File: src/rtl/dcache_pkg.sv
// Shared constants for the direct-mapped data cache controller:
// FSM state encoding, line/word widths and address field boundaries.
package dcache_pkg;

    localparam int LINE_W   = 128;
    localparam int WORD_W   = 32;
    localparam int STRB_W   = WORD_W / 8;

    // Address fields: offset [3:0], word select [3:2], index [9:4], tag [31:10]
    localparam int OFF_MSB  = 3;
    localparam int WSEL_LSB = 2;
    localparam int IDX_LSB  = 4;
    localparam int IDX_MSB  = 9;
    localparam int TAG_LSB  = 10;

    localparam logic [2:0] S_IDLE    = 3'd0;
    localparam logic [2:0] S_LOOKUP  = 3'd1;
    localparam logic [2:0] S_WB_REQ  = 3'd2;
    localparam logic [2:0] S_WB_WAIT = 3'd3;
    localparam logic [2:0] S_RF_REQ  = 3'd4;
    localparam logic [2:0] S_RF_WAIT = 3'd5;
    localparam logic [2:0] S_FILL    = 3'd6;
    localparam logic [2:0] S_RESP    = 3'd7;

endpackage

File: src/rtl/dcache_merge.sv
// Merges a strobed 32-bit store word into a 128-bit line and produces the
// matching active-low bit write mask for the line store.
module dcache_merge
    import dcache_pkg::*;
(
    input  logic [LINE_W-1:0] line,
    input  logic [1:0]        word_sel,
    input  logic [WORD_W-1:0] wdata,
    input  logic [STRB_W-1:0] wstrb,
    output logic [LINE_W-1:0] merged,
    output logic [LINE_W-1:0] bwen
);

    always_comb begin
        merged = line;
        bwen   = '1;
        for (int b = 0; b < STRB_W; b++) begin
            if (wstrb[b]) begin
                merged[{word_sel, 5'b0} + 7'(b * 8) +: 8] = wdata[b*8 +: 8];
                bwen[{word_sel, 5'b0} + 7'(b * 8) +: 8]   = '0;
            end
        end
    end

endmodule

File: src/rtl/dcache_ctrl.sv
// Direct-mapped, write-back/write-allocate data cache controller driving an
// SRAM-style line/flag store and a 128-bit line memory port.
module dcache_ctrl
    import dcache_pkg::*;
#(
    parameter int DATA_LEN = 32,
    parameter int TAG_LEN  = DATA_LEN - 10,
    parameter int ADDR_LEN = 6
) (
    input  logic                clk,
    input  logic                rst_n,
    input  logic                req_valid,
    output logic                req_ready,
    input  logic [DATA_LEN-1:0] req_addr,
    input  logic                req_wen,
    input  logic [WORD_W-1:0]   req_wdata,
    input  logic [STRB_W-1:0]   req_wstrb,
    output logic                rsp_valid,
    input  logic                rsp_ready,
    output logic [WORD_W-1:0]   rsp_rdata,
    output logic                line_CEN,
    output logic                line_WEN,
    output logic [LINE_W-1:0]   line_BWEN,
    output logic [ADDR_LEN-1:0] line_A,
    output logic [LINE_W-1:0]   line_D,
    input  logic [LINE_W-1:0]   line_Q,
    output logic [TAG_LEN-1:0]  line_tag_in,
    output logic                line_dirty_flag,
    input  logic [TAG_LEN-1:0]  line_tag,
    input  logic                line_valid,
    input  logic                line_dirty,
    output logic                mem_valid,
    input  logic                mem_ready,
    output logic                mem_we,
    output logic [DATA_LEN-1:0] mem_addr,
    output logic [LINE_W-1:0]   mem_wdata,
    input  logic                mem_rvalid,
    input  logic [LINE_W-1:0]   mem_rdata
);

    logic [2:0]                state;
    logic [DATA_LEN-1:2]       addr_q;
    logic                      wen_q;
    logic [WORD_W-1:0]         wdata_q;
    logic [STRB_W-1:0]         wstrb_q;
    logic [LINE_W-1:0]         line_buf;
    logic [TAG_LEN-1:0]        victim_tag;

    logic [ADDR_LEN-1:0]       req_idx;
    logic [TAG_LEN-1:0]        req_tag;
    logic [1:0]                word_sel;
    logic                      hit;
    logic [WORD_W-1:0]         q_word;
    logic [WORD_W-1:0]         fill_word;
    logic [LINE_W-1:0]         merge_src;
    logic [LINE_W-1:0]         merged_line;
    logic [LINE_W-1:0]         merge_bwen;
    logic                      req_addr_unused;

    assign req_idx         = addr_q[IDX_MSB:IDX_LSB];
    assign req_tag         = addr_q[DATA_LEN-1:TAG_LSB];
    assign word_sel        = addr_q[OFF_MSB:WSEL_LSB];
    assign hit             = line_valid && (line_tag == req_tag);
    assign q_word          = line_Q[{word_sel, 5'b0} +: WORD_W];
    assign fill_word       = line_buf[{word_sel, 5'b0} +: WORD_W];
    assign req_addr_unused = ^req_addr[1:0];

    // Store hits merge into the looked-up line, fills merge into the refill.
    assign merge_src = (state == S_FILL) ? line_buf : line_Q;

    dcache_merge u_merge (
        .line     (merge_src),
        .word_sel (word_sel),
        .wdata    (wdata_q),
        .wstrb    (wstrb_q),
        .merged   (merged_line),
        .bwen     (merge_bwen)
    );

    always_ff @(posedge clk or negedge rst_n) begin
        if (!rst_n) begin
            state      <= S_IDLE;
            addr_q     <= '0;
            wen_q      <= 1'b0;
            wdata_q    <= '0;
            wstrb_q    <= '0;
            line_buf   <= '0;
            victim_tag <= '0;
            rsp_rdata  <= '0;
        end else begin
            case (state)
                S_IDLE: begin
                    if (req_valid) begin
                        addr_q  <= req_addr[DATA_LEN-1:2];
                        wen_q   <= req_wen;
                        wdata_q <= req_wdata;
                        wstrb_q <= req_wstrb;
                        state   <= S_LOOKUP;
                    end
                end
                S_LOOKUP: begin
                    if (hit) begin
                        rsp_rdata <= wen_q ? '0 : q_word;
                        state     <= S_RESP;
                    end else begin
                        line_buf   <= line_Q;
                        victim_tag <= line_tag;
                        state      <= (line_valid && line_dirty) ? S_WB_REQ : S_RF_REQ;
                    end
                end
                S_WB_REQ:  if (mem_ready)  state <= S_WB_WAIT;
                S_WB_WAIT: if (mem_rvalid) state <= S_RF_REQ;
                S_RF_REQ:  if (mem_ready)  state <= S_RF_WAIT;
                S_RF_WAIT: begin
                    if (mem_rvalid) begin
                        line_buf <= mem_rdata;
                        state    <= S_FILL;
                    end
                end
                S_FILL: begin
                    rsp_rdata <= wen_q ? '0 : fill_word;
                    state     <= S_RESP;
                end
                S_RESP:    if (rsp_ready)  state <= S_IDLE;
                default:   state <= S_IDLE;
            endcase
        end
    end

    // Line store and memory port are decoded straight from the state so a
    // stalled request keeps every field stable.
    always_comb begin
        req_ready       = 1'b0;
        rsp_valid       = 1'b0;
        line_CEN        = 1'b1;
        line_WEN        = 1'b1;
        line_BWEN       = '1;
        line_A          = '0;
        line_D          = '0;
        line_tag_in     = '0;
        line_dirty_flag = 1'b0;
        mem_valid       = 1'b0;
        mem_we          = 1'b0;
        mem_addr        = '0;
        mem_wdata       = '0;
        case (state)
            S_IDLE: begin
                req_ready = 1'b1;
                if (req_valid) begin
                    line_CEN = 1'b0;
                    line_A   = req_addr[IDX_MSB:IDX_LSB];
                end
            end
            S_LOOKUP: begin
                line_A = req_idx;
                if (hit && wen_q) begin
                    line_CEN        = 1'b0;
                    line_WEN        = 1'b0;
                    line_BWEN       = merge_bwen;
                    line_D          = {4{wdata_q}};
                    line_tag_in     = req_tag;
                    line_dirty_flag = 1'b1;
                end
            end
            S_WB_REQ: begin
                line_A    = req_idx;
                mem_valid = 1'b1;
                mem_we    = 1'b1;
                mem_addr  = {victim_tag, req_idx, 4'b0};
                mem_wdata = line_buf;
            end
            S_RF_REQ: begin
                line_A    = req_idx;
                mem_valid = 1'b1;
                mem_addr  = {req_tag, req_idx, 4'b0};
            end
            S_FILL: begin
                line_CEN        = 1'b0;
                line_WEN        = 1'b0;
                line_BWEN       = '0;
                line_A          = req_idx;
                line_D          = wen_q ? merged_line : line_buf;
                line_tag_in     = req_tag;
                line_dirty_flag = wen_q;
            end
            S_RESP: begin
                line_A    = req_idx;
                rsp_valid = 1'b1;
            end
            default: line_A = req_idx;
        endcase
    end

endmodule
File: config.mk
export PLATFORM = sky130hd
export DESIGN_NAME = dcache_ctrl
export DESIGN_NICKNAME = d
export VERILOG_FILES = /design/src/rtl/dcache_pkg.sv /design/src/rtl/dcache_merge.sv /design/src/rtl/dcache_ctrl.sv
export SDC_FILE = /design/constraint.sdc
export NUM_CORES = 1
export LEC_CHECK = 0
export BUFFER_PORTS_ARGS = -buffer_cell sky130_fd_sc_hd__buf_2
export CORE_AREA = 3 3 327 329
export DETAILED_ROUTE_END_ITERATION = 10
export DIE_AREA = 0 0 330 332
export GPL_TIMING_DRIVEN = 0
export HOLD_SLACK_MARGIN = 0.1
export PLACE_DENSITY_LB_ADDON = 0.3
export SETUP_SLACK_MARGIN = 0.1
export SYNTH_ARGS = -nofsm -noshare
export SYNTH_HDL_FRONTEND = slang
export SYNTH_SLANG_ARGS = --single-unit
File: constraint.sdc
create_clock -name clk -period 7.33 [get_ports clk]
set_input_delay 1.466 -clock clk [delete_from_list [all_inputs] [get_ports clk]]
set_output_delay 1.466 -clock clk [all_outputs]
set_load 0.03 [all_outputs]
==> metrics.cfg, run 1 <==
[layout]
multiInputGateArea_sq_um=9180
syn_to_final_growth_pct=42.9
final_cell_count_no_fill=3954
fin_util_pct=23.7
stdcell_area_sq_um=24600
fillers=11467
nNetsFinal=2885
regArea_sq_um=6310
drive_above_1_share_pct=53.4

[pwr]
p_per_area_nw_per_um2=501
p_leak_nw=11.1
peakVddDrop_uv=238
power.total_mw=12.3

[timing]
period_minus_slack_ns=6.67
period_share_pct=91.0
grt_setup_unrepaired=no
worstMarginPinSlew_ns=1.45
slew_viol_final=0
setup_tns_ns=0
setup-violations-final=0
slew_headroom_pct=3.07
fmax_mhz=150
holdWs_ns=0.509
layout_setup_ws_ns=0.658
fin_skew_ns=0.0291
finalHoldViolations=0

[grt]
grt_overflow_total=0
gr-usage-all-layers_pct=22.8
grt_pass1_vias=19086
grt_first_pass_wirelength_microns=171000
grt_max_degree=98
antenna_found_initial=41

[die]
num_rows=118
pin_count=838
die_x_microns=330
die_y_microns=332
die_area_sq_um=110000
start_util_pct=16.6
core_area_sq_um=104000

[clock_network]
cts_tree=yes
root_buffer=clkbuf_16
cts_htree_levels=2
cts.sinks=252
cts_setup_buffers=0
clockBufferDepth=3
post_cts_resized=0
path_clk_slew_ns=0.06
cts_made_buffers=36
clk_latency_ns=0.58
hold_buffers=0

[yosys]
synth.largest_area_cell=dfrtp_1
synth_edf_count=0
yosys.area_share.xor_xnor_pct=1.17
ys_dominant_reg_cell=dfrtp_1
synth_cell_types=48
seq_area_frac_synth_pct=36.7
syn_avg_cell_area_sq_um=10.4
yosysWarnings=0
synth-seq-cells=252
yosysMostFrequentCell=dfrtp_1
synthAdderAreaFrac_pct=0.364
yosys.area_share.simple_pct=10.4
syn_area_sq_um=17200
async_flop_share_pct=100
synth_compound_gate_area_share_pct=28.5
netlist_top_cells_count=252 x dfrtp_1, 137 x and2_1, 134 x nand2_1
syn_inst=1645
synth_top_area_share_pct=36.7
synthTopCellsByArea=dfrtp_1 37%, mux4_2 8.4%, o221a_2 8.4%, o22a_1 6.5%, buf_4 5.2%
muxShareOfSynthArea_pct=12.5
synth_top_family_by_area=compound AO/OA/AOI/OAI gates

[placement]
hpwl_microns=103000
pre_cts_ws_ns=0.565
dp.cells=3867
io_buffers=831
placed_cell_area_sq_um=23300
globalplace.congestion=0.882

[worst_setup_path]
endpoint_kind=primary output
crit_chain=buf_2 -> xor2_1 -> nor4_2 -> nand3_1 -> o21ai_0 -> o21ai_0 -> buf_4 -> buf_2
worstPathArrival_ns=5.21
crit_type=in -> out
worstSetupStartpointType=input port
worstPathMaxFanout=8
required_ns=5.86
slowest_stage=o21ai_0
critPathLaunch=line_tag[12]
r2r_start=addr_q[29]$_DFFE_PN0P_
crit_family=compound AO/OA/AOI/OAI gates
max_stage_delay_ns=0.81
cp_num_buf_inv=3

[worst_hold_path]
hp-start=victim_tag[13]$_DFFE_PN0P_
hp-class=reg -> reg

[routing]
avgRoutedWirePerCell_microns=33.1
dr.first_iter.drc_count=1447
drt-pass1-iter-count=5
ant_nets=0
route.final.wire_length_microns=131000
vias_per_cell=4.77
drcViolationCount=0
vias=18851

[run_status]
status=completed

[run]
drv_cap=0

worst reg2reg max path: cells and delay by family, from the launching register on:
family / cells / cell delay, ns
AND/OR/NAND/NOR: 2 / 0.86
XOR/XNOR: 1 / 0.27
flip-flops: 1 / 0.42
AO/OA/AOI/OAI: 1 / 0.62
multiplexers: 1 / 0.40
buffers and inverters: 2 / 0.93
area by class of cell:
class,instances,share of cell area [%]
Antenna cell,21,0.214
Buffer,257,6.30
Clock buffer,50,4.21
Clock inverter,16,0.759
Inverter,61,0.933
Multi-Input combinational cell,1078,37.4
Sequential cell,252,25.7
Tap cell,1380,7.03
Timing Repair Buffer,839,17.5
worst paths after layout:
check	slack, ns	end	depth (start not counted)
setup / recovery	0.66	line_BWEN[27]	8
hold / removal	0.51	victim_tag[13]$_DFFE_PN0P_	1
setup reg to reg	3.72	victim_tag[20]$_DFFE_PN0P_	7
hold reg to reg	0.51	victim_tag[13]$_DFFE_PN0P_	1
max in group asynchronous	5.41	line_buf[44]$_DFFE_PN0P_	2
min in group asynchronous	0.88	line_buf[95]$_DFFE_PN0P_	1
report_power, final:
part / leakage [nW] / switching [mW] / internal, mW
sequential: 2.89 / 0.915 / 2.08
combinational: 7.62 / 4.66 / 2.78
clock: 0.590 / 0.805 / 1.07
total: 11.1 / 6.37 / 5.93
cell usage in the layout, fill, tap and decap left out, types with 84 or more instances in the layout:
| cell type | synthesis | layout |
|---|---|---|
| o221a_2 | 128 | 128 |
| clkbuf_1 | 88 | 94 |
| dfrtp_1 | 252 | 252 |
| buf_2 | 24 | 858 |
| and2_1 | 137 | 137 |
| o22a_1 | 128 | 128 |
| buf_4 | 118 | 119 |
| nand2_1 | 134 | 134 |
| o21ai_0 | 105 | 102 |
| a22o_1 | 84 | 84 |
kinds of logic (layout without fill, tap and decap cells):
kind of cell / count (synthesis) / count (layout)
XOR/XNOR: 23 / 23
AO/OA/AOI/OAI: 572 / 572
flip-flops: 252 / 252
AND/OR/NAND/NOR: 347 / 347
buffers and inverters: 318 / 1223
adder cells (fa/ha/maj): 5 / 5
multiplexers: 127 / 127
other: 1 / 25
state kept, by name, indices dropped and copies added (netlist names):
register    flops
addr_q         30
victim_tag     22
wstrb_q         4
wen_q           1
line_buf      128
state           3
wdata_q        32
rsp_rdata      32
metal layers:
layer  routed length, microns  vias up  share of wire [%]  global-route usage [%]
met2                    63100     1040                 48                    39.2
met3                    10000      239                7.6                    5.28
met4                     5470       20                4.2                    8.45
met5                      126        -              0.096                       0
li1                         -     7953                  -                       -
met1                    52300     9599                 40                    27.7
No activity file was read; power rests on OpenSTA's default activity.
==> run 2, diff against run 1 <==
Settings changed: GPL_TIMING_DRIVEN 0 to default, SETUP_SLACK_MARGIN 0.1 to default.
==> run 2 against run 1 <==
Effect of this change: die area stayed put; sequential power up 4%; first-iteration DRC count fell by 12%; sequential cell count did not move; register-to-register slack improved by 0.15 ns; critical path type unchanged.
==> metrics.cfg, run 2 (synthesis gave the netlist of run 1 again) <==
[timing]
finalHoldViolations=0  ; unchanged
setup-violations-final=0  ; unchanged
slew_headroom_pct=13.3  ; +10 points
grt_setup_unrepaired=no
period_minus_slack_ns=6.05  ; -0.618 ns
fmax_mhz=165  ; +10%
worstMarginPinSlew_ns=1.29  ; -0.167 ns
period_share_pct=82.6  ; -8.4 points
setup_tns_ns=0  ; unchanged
fin_skew_ns=0.0220  ; -0.00716 ns
holdWs_ns=0.506  ; -0.00278 ns
slew_viol_final=0  ; unchanged

[grt]
grt_pass1_vias=17850  ; -6.5%
grt_overflow_total=0  ; unchanged
grt_first_pass_wirelength_microns=143000  ; -17%
gr-usage-all-layers_pct=18.0  ; -4.8 points
antenna_found_initial=36  ; -12%
grt_max_degree=151  ; +54%

[clock_network]
cts_made_buffers=38  ; +5.6%
root_buffer=clkbuf_16
path_clk_slew_ns=0.05  ; about the same
cts_tree=yes
clockBufferDepth=3  ; unchanged
cts_htree_levels=2  ; unchanged
cts.sinks=252  ; unchanged
cts_setup_buffers=0  ; unchanged
hold_buffers=0  ; unchanged
clk_latency_ns=0.58  ; about the same
post_cts_resized=0  ; unchanged

[die]
core_area_sq_um=104000  ; unchanged
die_area_sq_um=110000  ; unchanged
pin_count=838  ; unchanged
start_util_pct=16.6  ; unchanged
die_y_microns=332  ; unchanged
die_x_microns=330  ; unchanged
num_rows=118  ; unchanged

[worst_setup_path]
crit_chain=buf_2 -> xor2_1 -> nor4_2 -> nand4_1 -> buf_4 -> o21ai_1 -> a22o_1 -> buf_2
worstPathArrival_ns=4.59  ; -0.62 ns
max_stage_delay_ns=0.72  ; -0.09 ns
endpoint_kind=primary output
timing.rr.end=victim_tag[19]$_DFFE_PN0P_
crit_type=in -> out
slowest_stage=o21ai_1
path_common_cell=buf_2
r2r_cells=6  ; -1
worstPathMaxFanout=10  ; +2
required_ns=5.86  ; about the same
r2r_start=addr_q[29]$_DFFE_PN0P_
cp_num_buf_inv=3  ; unchanged
reg2reg_slack_ns=3.87  ; +0.15 ns
worstSetupStartpointType=input port
crit_family=simple AND/OR/NAND/NOR gates

[run_status]
status=completed

[layout]
largest_reg_flops=128  ; unchanged
drive_above_1_share_pct=53.2  ; -0.21 points
stdcell_area_sq_um=23300  ; -5.1%
fillers=11530  ; +0.55%
regArea_sq_um=6310  ; +0.12%
final_common_cell=buf_2
nNetsFinal=2662  ; -7.7%
largest_register=line_buf
syn_to_final_growth_pct=35.6
mostFrequentLayoutCells=830 x buf_2, 250 x dfrtp_1, 136 x and2_1
reg_top3=line_buf (128), rsp_rdata (32), wdata_q (32)
multiInputGateArea_sq_um=9210  ; +0.29%

[pwr]
p_per_area_nw_per_um2=489  ; -2.4%
p_leak_nw=10.5  ; -5.5%
peakVddDrop_uv=320  ; +34%

[routing]
route.final.wire_length_microns=103000  ; -22%
drcViolationCount=0  ; unchanged
avgRoutedWirePerCell_microns=27.6  ; -17%
ant_nets=0  ; unchanged
dr.first_iter.drc_count=1275  ; -12%
vias=17338  ; -8.0%
vias_per_cell=4.66  ; -2.3%
drt-pass1-iter-count=7  ; +2

[worst_hold_path]
whs_path_depth=1  ; unchanged
hold_end=victim_tag[20]$_DFFE_PN0P_
hp-class=reg -> reg
hp-start=victim_tag[20]$_DFFE_PN0P_

[placement]
placed_cell_area_sq_um=22000  ; -5.4%
io_buffers=831  ; unchanged
hpwl_microns=76800  ; -26%
globalplace.congestion=0.891  ; +1.0%

[run]
drv_cap=0  ; unchanged

[run 2: worst register-to-register path, delay by kind of cell (launching register included)]
| family | cells | cell delay, ns |
|---|---|---|
| simple gates | 2 | 1.05 |
| mux | 1 | 0.66 |
| buf+inv | 1 | 0.59 |
| flops | 1 | 0.41 |
| xor+xnor | 1 | 0.32 |
| compound gates | 1 | 0.31 |
[run 2: area by class of cell]
cell class | count | share of cell area, %
diodes | 16 | 0.172
repair buffers | 871 | 19.5
clock buffers | 51 | 4.64
inverters | 61 | 0.983
flip-flops and latches | 252 | 27.1
well taps | 1380 | 7.41
clock inverters | 13 | 0.709
multi-input cells | 1078 | 39.5
[run 2: worst max path at each step]
| stage | from | end | slack (ns) | cells after the start |
|---|---|---|---|---|
| floorplan | line_tag[8] | line_BWEN[10] | 2.07 | 8 |
| global placement | line_tag[12] | line_D[97] | 1.31 | 8 |
| detailed placement | line_tag[12] | line_D[97] | 1.25 | 8 |
| CTS | line_tag[12] | line_D[97] | 1.26 | 8 |
| global route | line_tag[12] | line_D[100] | 1.12 | 8 |
| finish | line_tag[12] | line_D[97] | 1.28 | 8 |
[run 2: layer usage]
layer,vias up,track usage (%),part of all wire (%)
li1,7491,-,-
met1,8797,22.4,41
met2,850,29.8,47
met3,180,5.11,8.6
met4,20,6.32,3.3
met5,-,0,0.12
[run 2: power breakdown]
group / switching [mW] / total, mW / internal [mW]
registers: 1.02 / 3.11 / 2.08
logic: 3.93 / 6.39 / 2.46
clock network: 0.759 / 1.90 / 1.14
[run 2: metrics by stage]
step | power [mW] | worst slack (ns) | utilization [%] | std cells
6_report | 11.4 | 1.28 | 22.4 | 3722
5_1_grt | 12.1 | 1.12 | 22.4 | 3720
4_1_cts | 11.5 | 1.26 | 22.4 | 3706
3_5_place_dp | 9.54 | 1.25 | 21.2 | 3642
3_3_place_gp | 9.52 | 1.31 | 21.2 | 3642
2_1_floorplan | 7.49 | 2.07 | - | 1648
==> run 3, diff against run 2 <==
Clock period 7.33 ns to 5.14 ns, I/O delays scaled along.
==> run 3 against run 2 <==
Effect of this change: first-iteration DRC count grew 0.63%; global-route usage about the same; clock skew fell by 0.0016 ns; hold slack worse by 0.021 ns; combinational power grew 46%; design area up 1.1%; non-clock buffer count rose by 27; worst setup slack lost 0.85 ns; critical endpoint is now line_BWEN[22]; highest routed layer unchanged.
==> metrics.cfg, run 3 (synthesis gave the netlist of run 1 again) <==
[timing]
fmax_mhz=212
setup-violations-final=0  ; unchanged
slew_viol_final=0  ; unchanged
slew_headroom_pct=20.8  ; +7.5 points
setup_tns_ns=0  ; unchanged
period_share_pct=91.6
grt_setup_unrepaired=no
layout_setup_ws_ns=0.429  ; -0.847 ns
period_minus_slack_ns=4.71
fin_skew_ns=0.0204  ; -0.00157 ns
worstMarginPinSlew_ns=1.18  ; -0.112 ns
finalHoldViolations=0  ; unchanged

[worst_setup_path]
timing.rr.end=victim_tag[15]$_DFFE_PN0P_
cp_num_buf_inv=4  ; +1
crit_type=in -> out
worstSetupStartpointType=input port
worstPathArrival_ns=3.68  ; -0.91 ns
critPathLaunch=line_tag[13]
crit_chain=buf_2 -> xnor2_1 -> nand4_1 -> or4_4 -> buf_4 -> o21ai_0 -> buf_4 -> o21ai_0 -> buf_2
required_ns=4.11  ; -1.75 ns
r2r_start=addr_q[23]$_DFFE_PN0P_
crit_cells=9  ; +1
endpoint_kind=primary output
crit_family=simple AND/OR/NAND/NOR gates
max_stage_delay_ns=0.67  ; -0.05 ns
worstPathMaxFanout=11  ; +1
reg2reg_slack_ns=1.71  ; -2.16 ns
r2r_cells=7  ; +1
slowest_stage=or4_4
crit_path_end=line_BWEN[22]

[pwr]
power_switching_share_pct=49.8  ; -0.33 points
seqPwrFrac_pct=26.2  ; -1.1 points
switchingPower_mw=8.16  ; +43%
peakVddDrop_uv=395  ; +23%
p_clk_share_pct=16.8  ; +0.2 points
p_leak_nw=10.6  ; +1.5%
p_per_area_nw_per_um2=696  ; +42%
pwr-share-comb_pct=57.1  ; +1.0 points
p_int_mw=8.23  ; +45%

[clock_network]
hold_buffers=0  ; unchanged
cts_tree=yes
cts_htree_levels=2  ; unchanged
root_buffer=clkbuf_16
clockBufferDepth=3  ; unchanged
post_cts_resized=0  ; unchanged
cts_setup_buffers=0  ; unchanged
clk_latency_ns=0.58  ; about the same
cts_made_buffers=38  ; unchanged
path_clk_slew_ns=0.05  ; about the same
cts.sinks=252  ; unchanged

[placement]
pre_cts_ws_ns=0.363  ; -0.890 ns
hpwl_microns=78000  ; +1.5%
io_buffers=831  ; unchanged
globalplace.congestion=0.884  ; -0.80%

[grt]
antenna_found_initial=26  ; -28%
grt_overflow_total=0  ; unchanged
grt_max_degree=129  ; -15%
grt_first_pass_wirelength_microns=143000  ; +0.18%
grt_pass1_vias=17792  ; -0.32%
gr-usage-all-layers_pct=18.1  ; +0.022 points

[layout]
final_common_cell=buf_2
largest_register=line_buf
nNetsFinal=2689  ; +1.0%
fillers=11397  ; -1.2%
mostFrequentLayoutCells=830 x buf_2, 250 x dfrtp_1, 136 x and2_1
reg_top3=line_buf (128), rsp_rdata (32), wdata_q (32)
syn_to_final_growth_pct=37.1
drive_above_1_share_pct=53.7  ; +0.48 points
largest_reg_flops=128  ; unchanged

[routing]
avgRoutedWirePerCell_microns=27.4  ; -0.62%
met1_length_microns=41200  ; -1.1%
drcViolationCount=0  ; unchanged
ant_nets=0  ; unchanged
route.final.wire_length_microns=103000  ; +0.18%
wl_met3_microns=9250  ; +4.7%
dr.max_layer_used=met5
wl_met2_microns=49200  ; +1.1%
dr.first_iter.drc_count=1283  ; +0.63%
drt-pass1-iter-count=5  ; -2
vias=17349  ; +0.063%
vias_per_cell=4.62  ; -0.74%

[die]
die_y_microns=332  ; unchanged
die_x_microns=330  ; unchanged
start_util_pct=16.6  ; unchanged
core_area_sq_um=104000  ; unchanged
die_area_sq_um=110000  ; unchanged
pin_count=838  ; unchanged
num_rows=118  ; unchanged

[worst_hold_path]
hp-class=in -> async

[run_status]
status=completed

[run]
drv_cap=0  ; unchanged

run 3: worst min-delay path by stage:
stage / from / to / slack (ns) / depth (start not counted)
5_1_grt: rst_n / rsp_rdata[31]$_DFFE_PN0P_ / 0.50 / 1
6_report: rst_n / rsp_rdata[31]$_DFFE_PN0P_ / 0.48 / 1
3_5_place_dp: victim_tag[6]$_DFFE_PN0P_ / victim_tag[6]$_DFFE_PN0P_ / 0.49 / 1
4_1_cts: rst_n / line_buf[124]$_DFFE_PN0P_ / 0.46 / 1
3_3_place_gp: victim_tag[21]$_DFFE_PN0P_ / victim_tag[21]$_DFFE_PN0P_ / 0.49 / 1
2_1_floorplan: victim_tag[19]$_DFFE_PN0P_ / victim_tag[19]$_DFFE_PN0P_ / 0.48 / 1
run 3: layout make-up:
cell class                      count  area, sq um  share of cell area [%]
Clock buffer                       53         1130                    4.80
Clock inverter                     10          128                   0.542
Multi-Input combinational cell   1078         9210                    39.1
Inverter                           61          229                   0.972
Sequential cell                   252         6310                    26.8
Tap cell                         1380         1730                    7.33
Timing Repair Buffer              898         4770                    20.3
Antenna cell                       20         50.0                   0.212
run 3: routing by layer:
metal | track usage (%) | up-vias
met3 | 5.43 | 152
li1 | - | 7537
met4 | 6.04 | 8
met2 | 30.1 | 813
met1 | 22.1 | 8839
met5 | 0 | -
run 3: metrics by stage:
stage | hold slack (ns) | total power, mW | util, % | instance area [sq um] | std cells
2_1_floorplan | 0.480 | 10.7 | - | 17200 | 1648
5_1_grt | 0.499 | 17.4 | 22.7 | 23500 | 3740
6_report | 0.485 | 16.4 | 22.7 | 23600 | 3752
3_5_place_dp | 0.493 | 13.7 | 21.4 | 22200 | 3669
3_3_place_gp | 0.487 | 13.7 | 21.4 | 22200 | 3669
4_1_cts | 0.464 | 16.6 | 22.6 | 23500 | 3732
run 3: power groups by stage:
stage	sequential, mW	combinational, mW	clock, mW
3_5_place_dp	4.31	9.40	0
3_3_place_gp	4.29	9.38	0
4_1_cts	4.28	9.45	2.85
5_1_grt	4.45	10.0	2.91
6_report	4.29	9.35	2.75
2_1_floorplan	3.91	6.77	0
run 3: worst reg2reg max path, cell delays in order, from the launching register on:
cell	delay, ns
dfrtp_1	0.41
xnor2_1	0.29
nand4_1	0.24
or4_4	0.67
buf_4	0.33
o21ai_4	0.66
buf_4	0.36
mux2_2	0.37
